<file path="config.mk">
export PLATFORM = sky130hd
export DESIGN_NAME = mem_sequencer_flat
export DESIGN_NICKNAME = d
export VERILOG_FILES = /design/src/rtl/mem_sequencer_if.sv /design/src/rtl/mem_sequencer.sv /design/src/flat_wrapper.sv
export SDC_FILE = /design/constraint.sdc
export NUM_CORES = 1
export LEC_CHECK = 0
export BUFFER_PORTS_ARGS = -buffer_cell sky130_fd_sc_hd__clkbuf_2
export CORE_UTILIZATION = 30
export DETAILED_ROUTE_END_ITERATION = 10
export SLEW_MARGIN = 20
export SYNTH_ARGS = -nofsm -noshare
export SYNTH_HDL_FRONTEND = slang
export SYNTH_SLANG_ARGS = --single-unit
</file>
<file path="constraint.sdc">
create_clock -name Clock -period 2.55 [get_ports Clock]
set_input_delay 0 -clock Clock [delete_from_list [all_inputs] [get_ports Clock]]
set_output_delay 0 -clock Clock [all_outputs]
set_load 0.01 [all_outputs]
</file>
<file path="src/rtl/mem_sequencer_if.sv">
// Request/strobe bundle between the CPU control FSM (master) and mem_sequencer (slave).
// Ready exists only when MEM_READY_EN is defined.
interface mem_sequencer_if;
   logic       Req;
   logic [1:0] ReqKind;
`ifdef MEM_READY_EN
   logic       Ready;
`endif
   logic       Busy;
   logic       Done;
   logic       BusErr;
   logic       PcEn;
   logic       AluEn;
   logic       ALE;
   logic       nME;
   logic       nOE;
   logic       nWE;
   logic       ENB;
   logic       MemEn;
   logic       IrWe;
   logic       LoadWe;

`ifdef MEM_READY_EN
   modport master (
      output Req, ReqKind, Ready,
      input  Busy, Done, BusErr, PcEn, AluEn, ALE, nME, nOE, nWE, ENB, MemEn, IrWe, LoadWe
   );
   modport slave (
      input  Req, ReqKind, Ready,
      output Busy, Done, BusErr, PcEn, AluEn, ALE, nME, nOE, nWE, ENB, MemEn, IrWe, LoadWe
   );
`else
   modport master (
      output Req, ReqKind,
      input  Busy, Done, BusErr, PcEn, AluEn, ALE, nME, nOE, nWE, ENB, MemEn, IrWe, LoadWe
   );
   modport slave (
      input  Req, ReqKind,
      output Busy, Done, BusErr, PcEn, AluEn, ALE, nME, nOE, nWE, ENB, MemEn, IrWe, LoadWe
   );
`endif
endinterface

</file>
<file path="src/rtl/mem_sequencer.sv">
// Fetch/LDW/STW bus-cycle sequencer with parameterised wait states.
// MEM_READY_EN adds an external Ready handshake with timeout and BusErr reporting.
module mem_sequencer #(
   parameter int unsigned WAIT_STATES   = 0,
   parameter int unsigned READY_TIMEOUT = 15
) (
   input logic            Clock,
   input logic            nReset,
   mem_sequencer_if.slave bus
);
   localparam int unsigned CNT_MAX = (WAIT_STATES > READY_TIMEOUT) ? WAIT_STATES : READY_TIMEOUT;
   localparam int unsigned CW      = $clog2(CNT_MAX + 1);

   typedef enum logic [2:0] {S_IDLE, S_ADDR, S_ACCESS, S_LATCH, S_FINISH} state_t;
   typedef enum logic [1:0] {K_FETCH = 2'b00, K_LOAD = 2'b01, K_STORE = 2'b10, K_RSVD = 2'b11} kind_t;

   state_t        state_q, state_d;
   kind_t         kind_q, kind_d;
   logic [CW-1:0] wait_q, wait_d;
   logic          accept;
   logic          is_store;
`ifdef MEM_READY_EN
   logic [CW-1:0] tmo_q, tmo_d;
   logic          err_q, err_d;
`endif

   always_ff @(posedge Clock or negedge nReset) begin
      if (!nReset) begin
         state_q <= S_IDLE;
         kind_q  <= K_FETCH;
         wait_q  <= '0;
`ifdef MEM_READY_EN
         tmo_q   <= '0;
         err_q   <= 1'b0;
`endif
      end else begin
         state_q <= state_d;
         kind_q  <= kind_d;
         wait_q  <= wait_d;
`ifdef MEM_READY_EN
         tmo_q   <= tmo_d;
         err_q   <= err_d;
`endif
      end
   end

   always_comb begin
      state_d  = state_q;
      kind_d   = kind_q;
      wait_d   = wait_q;
`ifdef MEM_READY_EN
      tmo_d    = tmo_q;
      err_d    = err_q;
`endif
      accept   = bus.Req && (bus.ReqKind != K_RSVD);
      is_store = (kind_q == K_STORE);

      bus.Busy   = 1'b1;
      bus.Done   = 1'b0;
      bus.BusErr = 1'b0;
      bus.PcEn   = 1'b0;
      bus.AluEn  = 1'b0;
      bus.ALE    = 1'b0;
      bus.nME    = 1'b1;
      bus.nOE    = 1'b1;
      bus.nWE    = 1'b1;
      bus.ENB    = 1'b0;
      bus.MemEn  = 1'b0;
      bus.IrWe   = 1'b0;
      bus.LoadWe = 1'b0;

      case (state_q)
         S_IDLE: begin
            bus.Busy = 1'b0;
            if (accept) begin
               state_d = S_ADDR;
               kind_d  = kind_t'(bus.ReqKind);
            end
         end
         S_ADDR: begin
            bus.ALE   = 1'b1;
            bus.PcEn  = (kind_q == K_FETCH);
            bus.AluEn = (kind_q != K_FETCH);
            state_d   = S_ACCESS;
            wait_d    = CW'(WAIT_STATES);
`ifdef MEM_READY_EN
            tmo_d     = CW'(READY_TIMEOUT);
            err_d     = 1'b0;
`endif
         end
         S_ACCESS: begin
            bus.nME = 1'b0;
            if (is_store) begin
               bus.nWE   = 1'b0;
               bus.AluEn = 1'b1;
            end else begin
               bus.nOE   = 1'b0;
               bus.MemEn = 1'b1;
            end
            // Wait states first; Ready is only consulted once they are exhausted.
            if (wait_q != '0) begin
               wait_d = wait_q - CW'(1);
            end else begin
`ifdef MEM_READY_EN
               if (bus.Ready) begin
                  state_d = S_LATCH;
               end else if (tmo_q == '0) begin
                  state_d = S_LATCH;
                  err_d   = 1'b1;
               end else begin
                  tmo_d = tmo_q - CW'(1);
               end
`else
               state_d = S_LATCH;
`endif
            end
         end
         S_LATCH: begin
            bus.nME = 1'b0;
            if (is_store) begin
               bus.AluEn = 1'b1;
            end else begin
               bus.nOE   = 1'b0;
               bus.MemEn = 1'b1;
               bus.ENB   = 1'b1;
            end
            state_d = S_FINISH;
         end
         S_FINISH: begin
            bus.Done   = 1'b1;
`ifdef MEM_READY_EN
            bus.BusErr = err_q;
`endif
            bus.IrWe   = (kind_q == K_FETCH);
            bus.LoadWe = (kind_q == K_LOAD);
            bus.MemEn  = !is_store;
            if (accept) begin
               state_d = S_ADDR;
               kind_d  = kind_t'(bus.ReqKind);
            end else begin
               state_d = S_IDLE;
            end
         end
         default: begin
            bus.Busy = 1'b0;
            state_d  = S_IDLE;
         end
      endcase
   end
endmodule

</file>
<file path="src/flat_wrapper.sv">
// flat-port wrapper written by rule: the top's interface ports become plain ports
module mem_sequencer_flat 
#(
   parameter int unsigned WAIT_STATES   = 0,
   parameter int unsigned READY_TIMEOUT = 15
)
  (Clock, nReset, bus_Req, bus_ReqKind, bus_Busy, bus_Done, bus_BusErr, bus_PcEn, bus_AluEn, bus_ALE, bus_nME, bus_nOE, bus_nWE, bus_ENB, bus_MemEn, bus_IrWe, bus_LoadWe);
  mem_sequencer_if bus_i ();
  input logic Clock;
  input logic nReset;
  input wire logic [$bits(bus_i.Req)-1:0] bus_Req;
  input wire logic [$bits(bus_i.ReqKind)-1:0] bus_ReqKind;
  output wire logic [$bits(bus_i.Busy)-1:0] bus_Busy;
  output wire logic [$bits(bus_i.Done)-1:0] bus_Done;
  output wire logic [$bits(bus_i.BusErr)-1:0] bus_BusErr;
  output wire logic [$bits(bus_i.PcEn)-1:0] bus_PcEn;
  output wire logic [$bits(bus_i.AluEn)-1:0] bus_AluEn;
  output wire logic [$bits(bus_i.ALE)-1:0] bus_ALE;
  output wire logic [$bits(bus_i.nME)-1:0] bus_nME;
  output wire logic [$bits(bus_i.nOE)-1:0] bus_nOE;
  output wire logic [$bits(bus_i.nWE)-1:0] bus_nWE;
  output wire logic [$bits(bus_i.ENB)-1:0] bus_ENB;
  output wire logic [$bits(bus_i.MemEn)-1:0] bus_MemEn;
  output wire logic [$bits(bus_i.IrWe)-1:0] bus_IrWe;
  output wire logic [$bits(bus_i.LoadWe)-1:0] bus_LoadWe;
  assign bus_i.Req = bus_Req;
  assign bus_i.ReqKind = bus_ReqKind;
  assign bus_Busy = bus_i.Busy;
  assign bus_Done = bus_i.Done;
  assign bus_BusErr = bus_i.BusErr;
  assign bus_PcEn = bus_i.PcEn;
  assign bus_AluEn = bus_i.AluEn;
  assign bus_ALE = bus_i.ALE;
  assign bus_nME = bus_i.nME;
  assign bus_nOE = bus_i.nOE;
  assign bus_nWE = bus_i.nWE;
  assign bus_ENB = bus_i.ENB;
  assign bus_MemEn = bus_i.MemEn;
  assign bus_IrWe = bus_i.IrWe;
  assign bus_LoadWe = bus_i.LoadWe;
  mem_sequencer #(.WAIT_STATES(WAIT_STATES), .READY_TIMEOUT(READY_TIMEOUT)) u_core (.Clock(Clock), .nReset(nReset), .bus(bus_i));
endmodule
</file>
==> out/metrics.cfg, run 1 <==
[outcome]
status = finished, final reports clean

[worst_setup_path]
worstPathRequired_ns = 2.55
startpoint_type = register
cp_slowest_cell = dfrtp_1
cpLargestDelayFamily = simple AND/OR/NAND/NOR gates
cp_max_fo = 7
cpPeakStageDelay_ns = 0.46
cp-end-kind = output pin
arrival_ns = 1.58
crit_chain = nor2_1 -> nand2_1 -> nor3b_1 -> clkbuf_2
crit_buf_inv = 1
worstSetupPathType = register to output pin

[layout]
finalNetCount = 87
diodes = 0
fillers = 193
multi_input_comb_area_um2 = 284
fin_cells = 104
drive_gt1_share_pct = 29.1
fin_area_um2 = 696
area_growth_syn_to_layout_pct = 26.4
seqCellArea_um2 = 225

[clocking]
post_cts_resized = 0
hold_buffers = 3
root_buffer = clkbuf_4
cts_inserted_buffers = 3
cts_num_sinks = 9
ctsLongestPathBuffers = 2
cts_max_level = 1
tritoncts = built
postCtsSetupRepairBufs = 0
worstSkewPairLatency_ns = 0.26
clk_pin_slew_ns = 0.06

[synthesis]
seq_area_frac_synth_pct = 40.9
synth_seq_cells = 9
syn_area_um2 = 551
synthesis.nets = 66
synth.yosys.warnings = 0
syn_area_per_cell_um2 = 9.33
synth_cell_types = 25
syn-instance-count = 59

[route]
route.detailed.drc = 0
firstDrtPassIters = 4
drtAntennaViolNets = 0
vias = 472
viasPerCell = 4.54
drt_iter0_drc = 3
wl_per_cell_um = 9.93
drt-total-wl_mm = 1.03

[floorplan]
core_mm2 = 0.00173
rows = 15
start_util_pct = 31.9
die_h_um = 44.8
fp.dieW_um = 44.8
die_area_mm2 = 0.00201
ios = 18

[placement]
port_buffers = 16
dp.cells = 97
placed_area_um2 = 639
gp_congestion = 0.738

[timing]
period_needed_ns = 1.58
fin_skew_ns = 0.00503
setup_violations = 0
holdWs_ns = 0.122
rsz0062_at_grt = false
fmax_mhz = 635
tns_ns = 0
hold_viol = 0
slew_viol_final = 0
finalCritPeriodShare_pct = 61.8

[global_routing]
first_global_vias = 409
grt_max_degree = 11
antenna_found_initial = 0
grt_use_total_pct = 11.8
grt_pass1_wl_mm = 1.65
grt_overflow_total = 0

[power_and_ir_drop]
vdd_ir_drop_max_uv = 364
p_per_area_mw_per_mm2 = 985
p_leak_nw = 0.344

[min_path]
hp-class = input pin to register

[run]
drv_cap = 0

==> final timing paths <==
check                      depth (start not counted)  slack [ns]                end         startpoint
max                                                4        0.97         bus_LoadWe  u_core.state_q[1]
min reg2reg                                        1        0.50   u_core.wait_q[0]   u_core.wait_q[0]
max in group asynchronous                          2        2.23   u_core.kind_q[1]             nReset
min in group asynchronous                          2        0.13   u_core.wait_q[3]             nReset
min                                                4        0.12  u_core.state_q[0]            bus_Req
max reg2reg                                        3        1.03   u_core.wait_q[3]  u_core.state_q[0]
==> cell type report <==
| class | instances | area share (%) |
|---|---|---|
| well taps | 25 | 4.50 |
| clock buffers | 4 | 3.78 |
| multi-input cells | 42 | 40.8 |
| flip-flops and latches | 9 | 32.4 |
| inverters | 5 | 2.70 |
| repair buffers | 19 | 15.8 |
==> flip-flops by register name (all words and copies together), names as in the netlist <==
register	cells
u_core.kind_q	2
u_core.state_q	3
u_core.wait_q	4
==> per-layer routing <==
metal  routed length (um)  up-vias  part of all wire, %  track usage (%)
met5                    0        -                    0                0
met1                  503      227                   49             14.7
met2                  490        6                   47             17.9
li1                     -      237                    -                -
met3                   32        2                  3.1             7.20
met4                    8        0                 0.77             1.82
==> synthesized netlist by cell type <==
cell type,number,area (um^2)
a21boi_0,2,15.0
nor2_1,5,18.8
mux2i_1,3,30.0
conb_1,1,3.75
xnor2_1,2,17.5
or3_1,2,12.5
nand2b_1,4,25.0
buf_4,1,7.51
a21oi_1,1,5.00
dfrtp_1,9,225
or4_4,1,11.3
or4_1,1,7.51
or3b_2,1,8.76
nor3b_1,2,15.0
ha_1,2,25.0
buf_6,1,11.3
nand2_1,5,18.8
nor3_1,2,10.0
nand3_1,2,10.0
nor4b_1,1,8.76
mux2_2,2,22.5
a2111oi_0,1,8.76
o21ai_0,2,10.0
inv_1,5,18.8
clkbuf_1,1,3.75
==> worst reg2reg max path: stages (launching register included) <==
cell and delay [ns]:
dfrtp_1 0.45, or4_4 0.53, or4_1 0.40, nand3_1 0.07
==> power by group <==
| part | leakage [nW] | switching (mW) | internal [mW] |
|---|---|---|---|
| logic | 0.211 | 0.174 | 0.156 |
| registers | 0.118 | 0.0661 | 0.181 |
| clock network | 0.0150 | 0.0476 | 0.0602 |
==> cell usage in the layout, fill, tap and decap left out, types with 2 or more instances in the layout <==
cell type      netlist  layout
clkbuf_2             0      16
ha_1                 2       2
nand2b_1             4       4
nand3_1              2       2
o21ai_0              2       2
dfrtp_1              9       9
inv_1                5       5
dlygate4sd3_1        0       3
nand2_1              5       5
mux2_2               2       2
mux2i_1              3       3
a21boi_0             2       2
clkbuf_4             0       3
or3_1                2       2
nor3_1               2       2
xnor2_1              2       2
nor3b_1              2       2
nor2_1               5       5
==> kinds of logic (layout without fill, tap and decap cells) <==
logic type / Yosys count / count (layout) / synth area share (%)
other: 1 / 1 / 0.681
multiplexers: 5 / 5 / 9.55
flip-flops: 9 / 9 / 40.9
AO/OA/AOI/OAI: 6 / 6 / 7.04
AND/OR/NAND/NOR: 26 / 26 / 26.6
buffers and inverters: 8 / 28 / 7.50
XOR/XNOR: 2 / 2 / 3.18
adder cells (fa/ha/maj): 2 / 2 / 4.54
==> stage by stage <==
| step | setup WS [ns] | total power [mW] | utilization [%] |
|---|---|---|---|
| floorplan | 1.05 | 0.478 | - |
| global placement | 1.06 | 0.580 | 37.0 |
| detailed placement | 1.03 | 0.578 | 37.0 |
| CTS | 0.968 | 0.693 | 40.3 |
| global route | 0.793 | 0.760 | 40.3 |
| finish | 0.975 | 0.685 | 40.3 |
(Power assumes the default switching activity.)
==> inputs of run 2 (changes only) <==
==> constraint.sdc (replaced) <==
create_clock -name Clock -period 1.6 [get_ports Clock]
set_input_delay 0 -clock Clock [delete_from_list [all_inputs] [get_ports Clock]]
set_output_delay 0 -clock Clock [all_outputs]
set_load 0.01 [all_outputs]
==> run 2 against run 1 <==
Compared with the run above:
- critical path depth did not move
- global-route usage fell by 0.41 points
- count of clock-buffer cells in the layout did not move
- cell count rose by 1.9%
- critical path type unchanged
- die area did not move
- wire length fell by 0.29%
- critical endpoint is now bus_nWE
==> out/metrics.cfg, run 2 (synthesized netlist as in run 1, its figures left out) <==
[outcome]
status = finished, final reports clean  ; unchanged

[layout]
layout_common_cells = clkbuf_2, dfrtp_1, inv_1, nand2_1  ; was clkbuf_2, dfrtp_1, inv_1, nor2_1, nand2_1
fillers = 187  ; was 193
drive_gt1_share_pct = 33.3  ; was 29.1%
finalNetCount = 89  ; was 87
diodes = 0  ; unchanged
final_common_cell = clkbuf_2  ; unchanged
top_regs = u_core.wait_q (4), u_core.state_q (3), u_core.kind_q (2)  ; unchanged
largest_register_ff_count = 4  ; unchanged
area_growth_syn_to_layout_pct = 30.2  ; was 26.4%
top_register = u_core.wait_q  ; unchanged
fin_area_um2 = 717  ; was 696 um^2

[timing]
fmax_mhz = 635
rsz0062_at_grt = true  ; was false
tns_ns = 0  ; unchanged
slew_viol_final = 0  ; unchanged
fin_ws_ns = 0.0247  ; was 0.975 ns
period_needed_ns = 1.58
fin_skew_ns = 0.00182  ; was 0.00503 ns
setup_violations = 0  ; unchanged
finalCritPeriodShare_pct = 98.5
hold_viol = 0  ; unchanged

[worst_setup_path]
arrival_ns = 1.58  ; about the same
cp_max_fo = 7  ; unchanged
startpoint_type = register  ; unchanged
worstSetupPathType = register to output pin  ; unchanged
cp-end-kind = output pin  ; unchanged
worstPathRequired_ns = 1.60  ; was 2.55 ns

[clocking]
root_buffer = clkbuf_4  ; unchanged
cts_inserted_buffers = 3  ; unchanged
ctsLongestPathBuffers = 2  ; unchanged
tritoncts = built  ; unchanged
postCtsSetupRepairBufs = 0  ; unchanged
worstSkewPairLatency_ns = 0.26  ; about the same
cts_max_level = 1  ; unchanged
cts_num_sinks = 9  ; unchanged
clk_pin_slew_ns = 0.06  ; about the same

[global_routing]
grt_use_total_pct = 11.4  ; was 11.8%
grt_pass1_wl_mm = 1.57  ; was 1.65 mm
antenna_found_initial = 0  ; unchanged
first_global_vias = 351  ; was 409
grt_overflow_total = 0  ; unchanged
grt_max_degree = 10  ; was 11

[placement]
placed_area_um2 = 654  ; was 639 um^2
dp_hpwl_um = 843
dp_slack_ns = 0.117  ; was 1.03 ns
gp_congestion = 0.749  ; was 0.738
port_buffers = 16  ; unchanged

[route]
wl_per_cell_um = 9.72  ; was 9.93 um
drt_iter0_drc = 9  ; was 3
drtAntennaViolNets = 0  ; unchanged
viasPerCell = 4.56  ; was 4.54
drt-total-wl_mm = 1.03  ; about the same
firstDrtPassIters = 4  ; unchanged
route.detailed.drc = 0  ; unchanged
vias = 483  ; was 472

[floorplan]
start_util_pct = 31.9  ; unchanged
fp.dieW_um = 44.8  ; unchanged
core_mm2 = 0.00173  ; unchanged
die_h_um = 44.8  ; unchanged
rows = 15  ; unchanged
ios = 18  ; unchanged
die_area_mm2 = 0.00201  ; unchanged

[min_path]
hp-class = input pin to async pin  ; was input pin to register

[power_and_ir_drop]
p_per_area_mw_per_mm2 = 1620  ; was 985 mW/mm^2
finalPower_mw = 1.16  ; was 685 uW
p_leak_nw = 0.353  ; was 0.344 nW
vdd_ir_drop_max_uv = 749  ; was 364 uV

[run]
drv_cap = 0  ; unchanged

[run 2: cell count changes in the layout (fill, tap and decap cells not counted), sizes merged]
cell	delta
buf	+2
[run 2: worst paths after layout]
path | from | endpoint | slack, ns | cells after the start
min in group Clock | bus_Req | u_core.state_q[0] | 0.14 | 4
hold reg to reg | u_core.wait_q[2] | u_core.wait_q[2] | 0.51 | 1
hold / removal | nReset | u_core.wait_q[3] | 0.13 | 2
setup / recovery | u_core.state_q[2] | bus_nWE | 0.02 | 4
setup reg to reg | u_core.wait_q[0] | u_core.wait_q[3] | 0.12 | 3
max in group asynchronous | nReset | u_core.state_q[2] | 1.27 | 2
[run 2: layer usage]
layer  global-route usage (%)  share of wire [%]  vias up
met5                        0                  0        -
met4                     3.64               0.58        0
met3                     7.20                4.8        2
met2                     15.3                 47        7
met1                     15.0                 47      229
li1                         -                  -      245
[run 2: timing repair]
item                                    CTS  global route
resized for setup                         1             2
endpoints found under the setup margin    1             4
hold buffers                              3             0
gates cloned                              0             0
hold endpoints to repair                 11             0
pin swaps                                 0             0
[run 2: report_power, final]
group          switching [mW]  internal (mW)  leakage [nW]  total (mW)
Sequential             0.0925          0.291         0.116       0.384
Combinational           0.313          0.293         0.222       0.606
Clock                  0.0762         0.0959        0.0150       0.172
Total                   0.481          0.680         0.353        1.16
[run 2: through the flow]
stage,utilization (%),cells,hold slack (ns)
after floorplan,-,59,-0.296
after global placement,37.9,99,-0.128
after detailed placement,37.9,99,-0.130
after CTS,41.3,106,0.130
after global routing,41.5,106,0.152
final,41.5,106,0.127
[run 2: cell type report]
type                    count  area (um^2)  area share [%]
clock buffers               4         26.3            3.66
well taps                  25         31.3            4.36
repair buffers             21          125            17.5
flip-flops and latches      9          226            31.6
multi-input cells          42          289            40.3
inverters                   5         18.8            2.62
[run 2: worst max-delay path: stages, from the launching register on]
cell	delay [ns]
dfrtp_2	0.45
nand2b_1	0.20
buf_4	0.18
or3_1	0.35
clkbuf_2	0.14
